### src/rtl/pipeline_pkg.sv
// Shared pipeline types for the ID/EX boundary: the packed control word,
// the bubble constant and the default datapath widths.
package pipeline_pkg;

  localparam int DEFAULT_DATA_W     = 32;
  localparam int DEFAULT_REG_ADDR_W = 5;

  // Control bits, MSB first, in the same order as the 11-bit id_ctrl bus.
  typedef struct packed {
    logic       reg_dst;
    logic       alu_src;
    logic       mem_to_reg;
    logic       reg_write;
    logic       mem_read;
    logic       mem_write;
    logic       branch;
    logic       branch_src;
    logic       jr_control;
    logic [1:0] alu_op;
  } ctrl_t;

  localparam ctrl_t CTRL_NOP = '0;

endpackage

### src/rtl/ex_ctrl_reg.sv
// EX-stage control register: holds the control word and the valid bit.
// A flush or an invalid ID slot loads a bubble, so nothing downstream can
// write registers or memory for a non-instruction.
module ex_ctrl_reg
  import pipeline_pkg::*;
(
  input  logic  clk,
  input  logic  reset,
  input  logic  stall,
  input  logic  flush,
  input  logic  id_valid,
  input  ctrl_t id_ctrl,
  output logic  ex_valid,
  output ctrl_t ex_ctrl
);

  logic  valid_r;
  ctrl_t ctrl_r;

  // Control/valid update with priority reset > flush > stall > load.
  always_ff @(posedge clk) begin
    if (reset) begin
      valid_r <= 1'b0;
      ctrl_r  <= CTRL_NOP;
    end else if (flush) begin
      valid_r <= 1'b0;
      ctrl_r  <= CTRL_NOP;
    end else if (stall) begin
      valid_r <= valid_r;
      ctrl_r  <= ctrl_r;
    end else begin
      valid_r <= id_valid;
      ctrl_r  <= id_valid ? id_ctrl : CTRL_NOP;
    end
  end

  assign ex_valid = valid_r;
  assign ex_ctrl  = ctrl_r;

endmodule

### src/rtl/id_ex_pipe_reg.sv
// ID/EX pipeline register with hazard stall (hold), flush (bubble) and a
// saturating stall watchdog. Optional performance counters are enabled by
// defining the macro ID_EX_PERF_EN.
module id_ex_pipe_reg
  import pipeline_pkg::*;
#(
  parameter int DATA_W      = DEFAULT_DATA_W,
  parameter int REG_ADDR_W  = DEFAULT_REG_ADDR_W,
  parameter int STALL_LIMIT = 15
) (
  input  logic                  clk,
  input  logic                  reset,
  input  logic                  stall,
  input  logic                  flush,
  input  logic                  id_valid,
  input  logic [10:0]           id_ctrl,
  input  logic [DATA_W-1:0]     id_pc4,
  input  logic [DATA_W-1:0]     id_rd1,
  input  logic [DATA_W-1:0]     id_rd2,
  input  logic [DATA_W-1:0]     id_imm,
  input  logic [REG_ADDR_W-1:0] id_rs,
  input  logic [REG_ADDR_W-1:0] id_rt,
  input  logic [REG_ADDR_W-1:0] id_rd,
  output logic                  ex_valid,
  output logic [10:0]           ex_ctrl,
  output logic [DATA_W-1:0]     ex_pc4,
  output logic [DATA_W-1:0]     ex_rd1,
  output logic [DATA_W-1:0]     ex_rd2,
  output logic [DATA_W-1:0]     ex_imm,
  output logic [REG_ADDR_W-1:0] ex_rs,
  output logic [REG_ADDR_W-1:0] ex_rt,
  output logic [REG_ADDR_W-1:0] ex_rd,
`ifdef ID_EX_PERF_EN
  output logic [31:0]           perf_bubbles,
  output logic [31:0]           perf_stalls,
`endif
  output logic                  stall_timeout
);

  localparam logic [7:0] LIMIT_C = 8'(STALL_LIMIT);

  ctrl_t      ex_ctrl_s;
  logic [7:0] stall_cnt_r;
  logic [7:0] stall_cnt_next_s;
  logic       stall_timeout_r;

  ex_ctrl_reg u_ex_ctrl_reg (
    .clk      (clk),
    .reset    (reset),
    .stall    (stall),
    .flush    (flush),
    .id_valid (id_valid),
    .id_ctrl  (ctrl_t'(id_ctrl)),
    .ex_valid (ex_valid),
    .ex_ctrl  (ex_ctrl_s)
  );

  assign ex_ctrl = ex_ctrl_s;

  // Datapath fields: loaded on flush too, so bubbles carry deterministic data.
  always_ff @(posedge clk) begin
    if (reset) begin
      ex_pc4 <= '0;
      ex_rd1 <= '0;
      ex_rd2 <= '0;
      ex_imm <= '0;
      ex_rs  <= '0;
      ex_rt  <= '0;
      ex_rd  <= '0;
    end else if (flush || !stall) begin
      ex_pc4 <= id_pc4;
      ex_rd1 <= id_rd1;
      ex_rd2 <= id_rd2;
      ex_imm <= id_imm;
      ex_rs  <= id_rs;
      ex_rt  <= id_rt;
      ex_rd  <= id_rd;
    end else begin
      ex_pc4 <= ex_pc4;
      ex_rd1 <= ex_rd1;
      ex_rd2 <= ex_rd2;
      ex_imm <= ex_imm;
      ex_rs  <= ex_rs;
      ex_rt  <= ex_rt;
      ex_rd  <= ex_rd;
    end
  end

  // Next consecutive-stall count: counts only true holds, saturates at 255.
  always_comb begin
    stall_cnt_next_s = 8'd0;
    if (stall && !flush) begin
      if (stall_cnt_r == 8'hFF) begin
        stall_cnt_next_s = 8'hFF;
      end else begin
        stall_cnt_next_s = stall_cnt_r + 8'd1;
      end
    end else begin
      stall_cnt_next_s = 8'd0;
    end
  end

  // Watchdog state; timeout is registered from the next count so it rises
  // on the very edge that counts the limit-th stall.
  always_ff @(posedge clk) begin
    if (reset) begin
      stall_cnt_r     <= 8'd0;
      stall_timeout_r <= 1'b0;
    end else begin
      stall_cnt_r     <= stall_cnt_next_s;
      stall_timeout_r <= (stall_cnt_next_s >= LIMIT_C);
    end
  end

  assign stall_timeout = stall_timeout_r;

`ifdef ID_EX_PERF_EN
  logic [31:0] perf_bubbles_r;
  logic [31:0] perf_stalls_r;

  // Bubble and stall event counters, wrapping modulo 2^32.
  always_ff @(posedge clk) begin
    if (reset) begin
      perf_bubbles_r <= 32'd0;
      perf_stalls_r  <= 32'd0;
    end else begin
      if (flush || (!stall && !id_valid)) begin
        perf_bubbles_r <= perf_bubbles_r + 32'd1;
      end else begin
        perf_bubbles_r <= perf_bubbles_r;
      end
      if (stall && !flush) begin
        perf_stalls_r <= perf_stalls_r + 32'd1;
      end else begin
        perf_stalls_r <= perf_stalls_r;
      end
    end
  end

  assign perf_bubbles = perf_bubbles_r;
  assign perf_stalls  = perf_stalls_r;
`endif

endmodule

### config.mk
export PLATFORM = sky130hd
export DESIGN_NAME = id_ex_pipe_reg
export DESIGN_NICKNAME = d
export VERILOG_FILES = /design/src/rtl/pipeline_pkg.sv /design/src/rtl/ex_ctrl_reg.sv /design/src/rtl/id_ex_pipe_reg.sv
export SDC_FILE = /design/constraint.sdc
export NUM_CORES = 1
export LEC_CHECK = 0
export BUFFER_PORTS_ARGS = -buffer_cell sky130_fd_sc_hd__buf_2
export CAP_MARGIN = 15
export CORE_ASPECT_RATIO = 2
export CORE_UTILIZATION = 30
export DETAILED_ROUTE_END_ITERATION = 16
export GPL_TIMING_DRIVEN = 0
export HOLD_SLACK_MARGIN = 0.15
export PLACE_DENSITY = 0.65
export SLEW_MARGIN = 20
export SYNTH_ARGS = -nofsm -noshare
export SYNTH_HDL_FRONTEND = slang
export SYNTH_SLANG_ARGS = --single-unit
### constraint.sdc
create_clock -name clk -period 3.3 [get_ports clk]
set_clock_uncertainty 0.05 [all_clocks]
set_input_delay 0.495 -clock clk [delete_from_list [all_inputs] [get_ports clk]]
set_output_delay 0.495 -clock clk [all_outputs]
set_load 0.005 [all_outputs]
==> run metrics <==
core area between 15000 and 20000 um2; final standard cell utilization of the core 44.0%; clock tree from TritonCTS done; antenna violations before repair 0; TritonCTS Buffers 17; compound-gate portion of the synthesized area between 10% and 20%; Sink Count 164; DP Worst Slack 0.641 ns; Port Buffers 314; net load switching power 1160 uW; Setup Viol. Count Final 0; CP Buf/Inv Count 4; most common library cell in the layout ignoring fill and taps buf_2; Power, Total 4660 uW; area growth from synthesis to layout 43.4%; yosys warns 0; data required time at the worst endpoint ~3.6 ns; half-perimeter wire length after detailed placement 13900 um; main combinational cell family by area after synthesis simple AND/OR/NAND/NOR gates; 1st-pass router iterations 4; Mapped Area approximately 5600 um2; post-synthesis register bit count 164; drt drc 0; largest area contributor in the netlist dfxtp_1; length in cells of the worst reg-to-reg path 4; crit path max fanout 10; delay contributed by the slowest stage of the critical path ~0.5 ns; Levels on crit path 7; most frequent cell on the critical path clkbuf_1; Die X slightly below 100 um; launching point of the worst reg2reg path stall_cnt_r[0]$_SDFF_PP0_; minimum setup slack in the final design 1.15 ns; clock transition at the register clock pins on the worst setup and hold paths after CTS 0.07 ns; setup repair after global routing missed its margin false; DR vias/cell ~4.5; r2r endpoint stall_timeout$_SDFF_PP0_; status finished clean; xor/xnor cell area share of the yosys netlist less than 1%; sort of element at the start of the critical path input pin; remaining antenna violation count 0; Critical Setup Path Class in2reg; Placer Congestion 0.811; Avg Inst Size Synth ~8 um2; Post-Synthesis Net Count between 800 and 900; area share of the largest cell type after synthesis 58.2%; setup slack on the worst flop-to-flop path 1.35 ns; proportion of synthesized flip-flops having asynchronous set or reset 0%; via count of the first global-routing pass roughly 5500; via count around 5700; share of final-layout standard cells stronger than drive strength 1 approximately a third; commonest cells after routing, fill and taps aside 314 x buf_2, 287 x nand2_1, 164 x dfxtp_1; worst slew margin relative to its limit roughly 58%; clock latency of the later-clocked register in the worst-skew pair between 0.4 and 0.5 ns; number of synthesized flops with an enable pin 0; DRC marker count from the first detailed-route iteration 93; floorplan die area 19400 um2; final period demand of the worst path 2.15 ns; combinational share of power 10.0%; Layout Nets between 1000 and 1500; Post-CTS Setup Repair Bufs 0; aggregate global-route resource usage a little under a fifth; Max Clock Freq 0.464 GHz; routed len/inst 14.4 um; total of max-cap violations 0; CTS hold repair buffers 0; Fill cells 1958; I/O Pins between 300 and 400; path category of the worst min-delay check in2reg; sequential cell area fraction in the yosys report approximately three fifths; register share of total power between 40% and 50%; number of resized instances in the post-cts repair step 0; largest net degree at the start of global routing 17; remaining global-route overflow 0; Initial Utilization between 30% and 40%; height of the chip roughly 200 um; crit path max-delay cell type clkbuf_1; distinct cell type count of the synthesized netlist 31; final-layout setup total negative slack 0 ns; primary flip-flop cell chosen by synthesis mapping dfxtp_1; cell type group with the largest total delay on the critical path buffers and inverters; internal power between 3000 and 4000 uW; Adder-Cell Fraction of Synth Area less than 1%; kind of end point of the critical path flop; clock network power share roughly 44%; hold violation count in the final report 0; crit share post-route around 65%; Clock Tree Buf Depth 2; mux cell area share after synthesis less than 1%; number of core rows 70; wire length reported by the detailed router 18100 um; data arrival at the endpoint of the critical path 2.45 ns; simple-gate share of the synthesized area ~21%; synthesized instance count 695; Critical Path Sink ex_rd2[25]$_SDFFE_PP0N_; Worst VDD drop between 0.2 and 0.3 mV; clock root cell clkbuf_16; tightest hold margin between 0.2 and 0.25 ns; cell leakage power slightly below 0.004 uW; first-pass GRT wire length 27200 um; top post-synthesis cells by area dfxtp_1 58%, nand2_1 19%, a21oi_1 13%; Worst-Margin Slew approximately 0.63 ns; fin. max-slew vios 0; # H-tree levels 4; power density of the placed cells 576 nW/um2; Crit. Startpoint stall; CP Cell Sequence buf_2, nor2b_1, clkbuf_1, clkbuf_1, clkbuf_1, nand2_1, a21oi_1; switching share of total power about a quarter
==> worst reg2reg max path, stage by stage (launching register included) <==
cell and delay [ns]:
dfxtp_1 0.35, ha_1 0.27, or4b_1 0.52, o211a_2 0.15
or4_1 0.49
==> layout make-up <==
class	instances	area (um2)	share of cell area [%]
Antenna cell	1	2.50	0.0309
Clock buffer	17	425	5.26
Timing Repair Buffer	314	1570	19.4
Inverter	2	7.51	0.0928
Sequential cell	164	3280	40.6
Tap cell	216	270	3.34
Multi-Input combinational cell	478	2150	26.5
Clock inverter	15	179	2.21
Buffer	51	206	2.55
==> how the worst min path moves through the flow <==
stage                                        startpoint                               endpoint  slack (ns)  cells after the start
floorplan                        ex_imm[0]$_SDFFE_PP0N_                 ex_imm[0]$_SDFFE_PP0N_        0.40                      2
global placement    u_ex_ctrl_reg.ex_valid$_SDFFE_PP0N_    u_ex_ctrl_reg.ex_valid$_SDFFE_PP0N_        0.38                      1
detailed placement               ex_rd1[0]$_SDFFE_PP0N_                 ex_rd1[0]$_SDFFE_PP0N_        0.39                      2
CTS                                          id_ctrl[6]  u_ex_ctrl_reg.ex_ctrl[6]$_SDFFE_PP0N_        0.21                      2
global route                                 id_ctrl[6]  u_ex_ctrl_reg.ex_ctrl[6]$_SDFFE_PP0N_        0.21                      2
finish                                       id_ctrl[6]  u_ex_ctrl_reg.ex_ctrl[6]$_SDFFE_PP0N_        0.23                      2
==> routing by layer <==
layer | vias to the layer above | share of wire [%] | wire (um) | global-route usage (%)
met5 | - | 0 | 0 | 0
met1 | 2545 | 36 | 6590 | 17.4
met3 | 30 | 6.3 | 1140 | 4.95
li1 | 2934 | - | - | -
met4 | 0 | 2.6 | 474 | 8.96
met2 | 206 | 55 | 9930 | 35.2
==> synth_stat cells (all sizes together) (2+ instances only) <==
library cell / number
nand2: 287
dfxtp: 164
a21oi: 147
clkbuf: 48
a22o: 11
buf: 3
nand2b: 3
nand3: 3
nor2: 3
nor3: 3
a31oi: 2
inv: 2
mux2i: 2
or3: 2
==> power by group through the flow <==
stage	combinational [uW]	sequential (uW)	clock (uW)
floorplan	185	2200	0
global placement	467	2180	0
detailed placement	472	2190	0
CTS	474	2140	2110
global route	521	2150	2180
finish	465	2140	2050
==> cell families (layout without fill, tap and decap cells) <==
family | after synthesis | after routing
flops | 164 | 164
xor+xnor | 1 | 1
simple gates | 308 | 308
fa+ha+maj | 1 | 1
other cells | 0 | 1
buf+inv | 53 | 399
compound gates | 166 | 166
mux | 2 | 2
==> metrics by stage <==
stage | cells | cell area, um2
global route | 1257 | 8090
CTS | 1257 | 8090
global placement | 1225 | 7480
floorplan | 695 | 5640
finish | 1258 | 8090
detailed placement | 1225 | 7480
No activity file was read; power rests on OpenSTA's default activity.
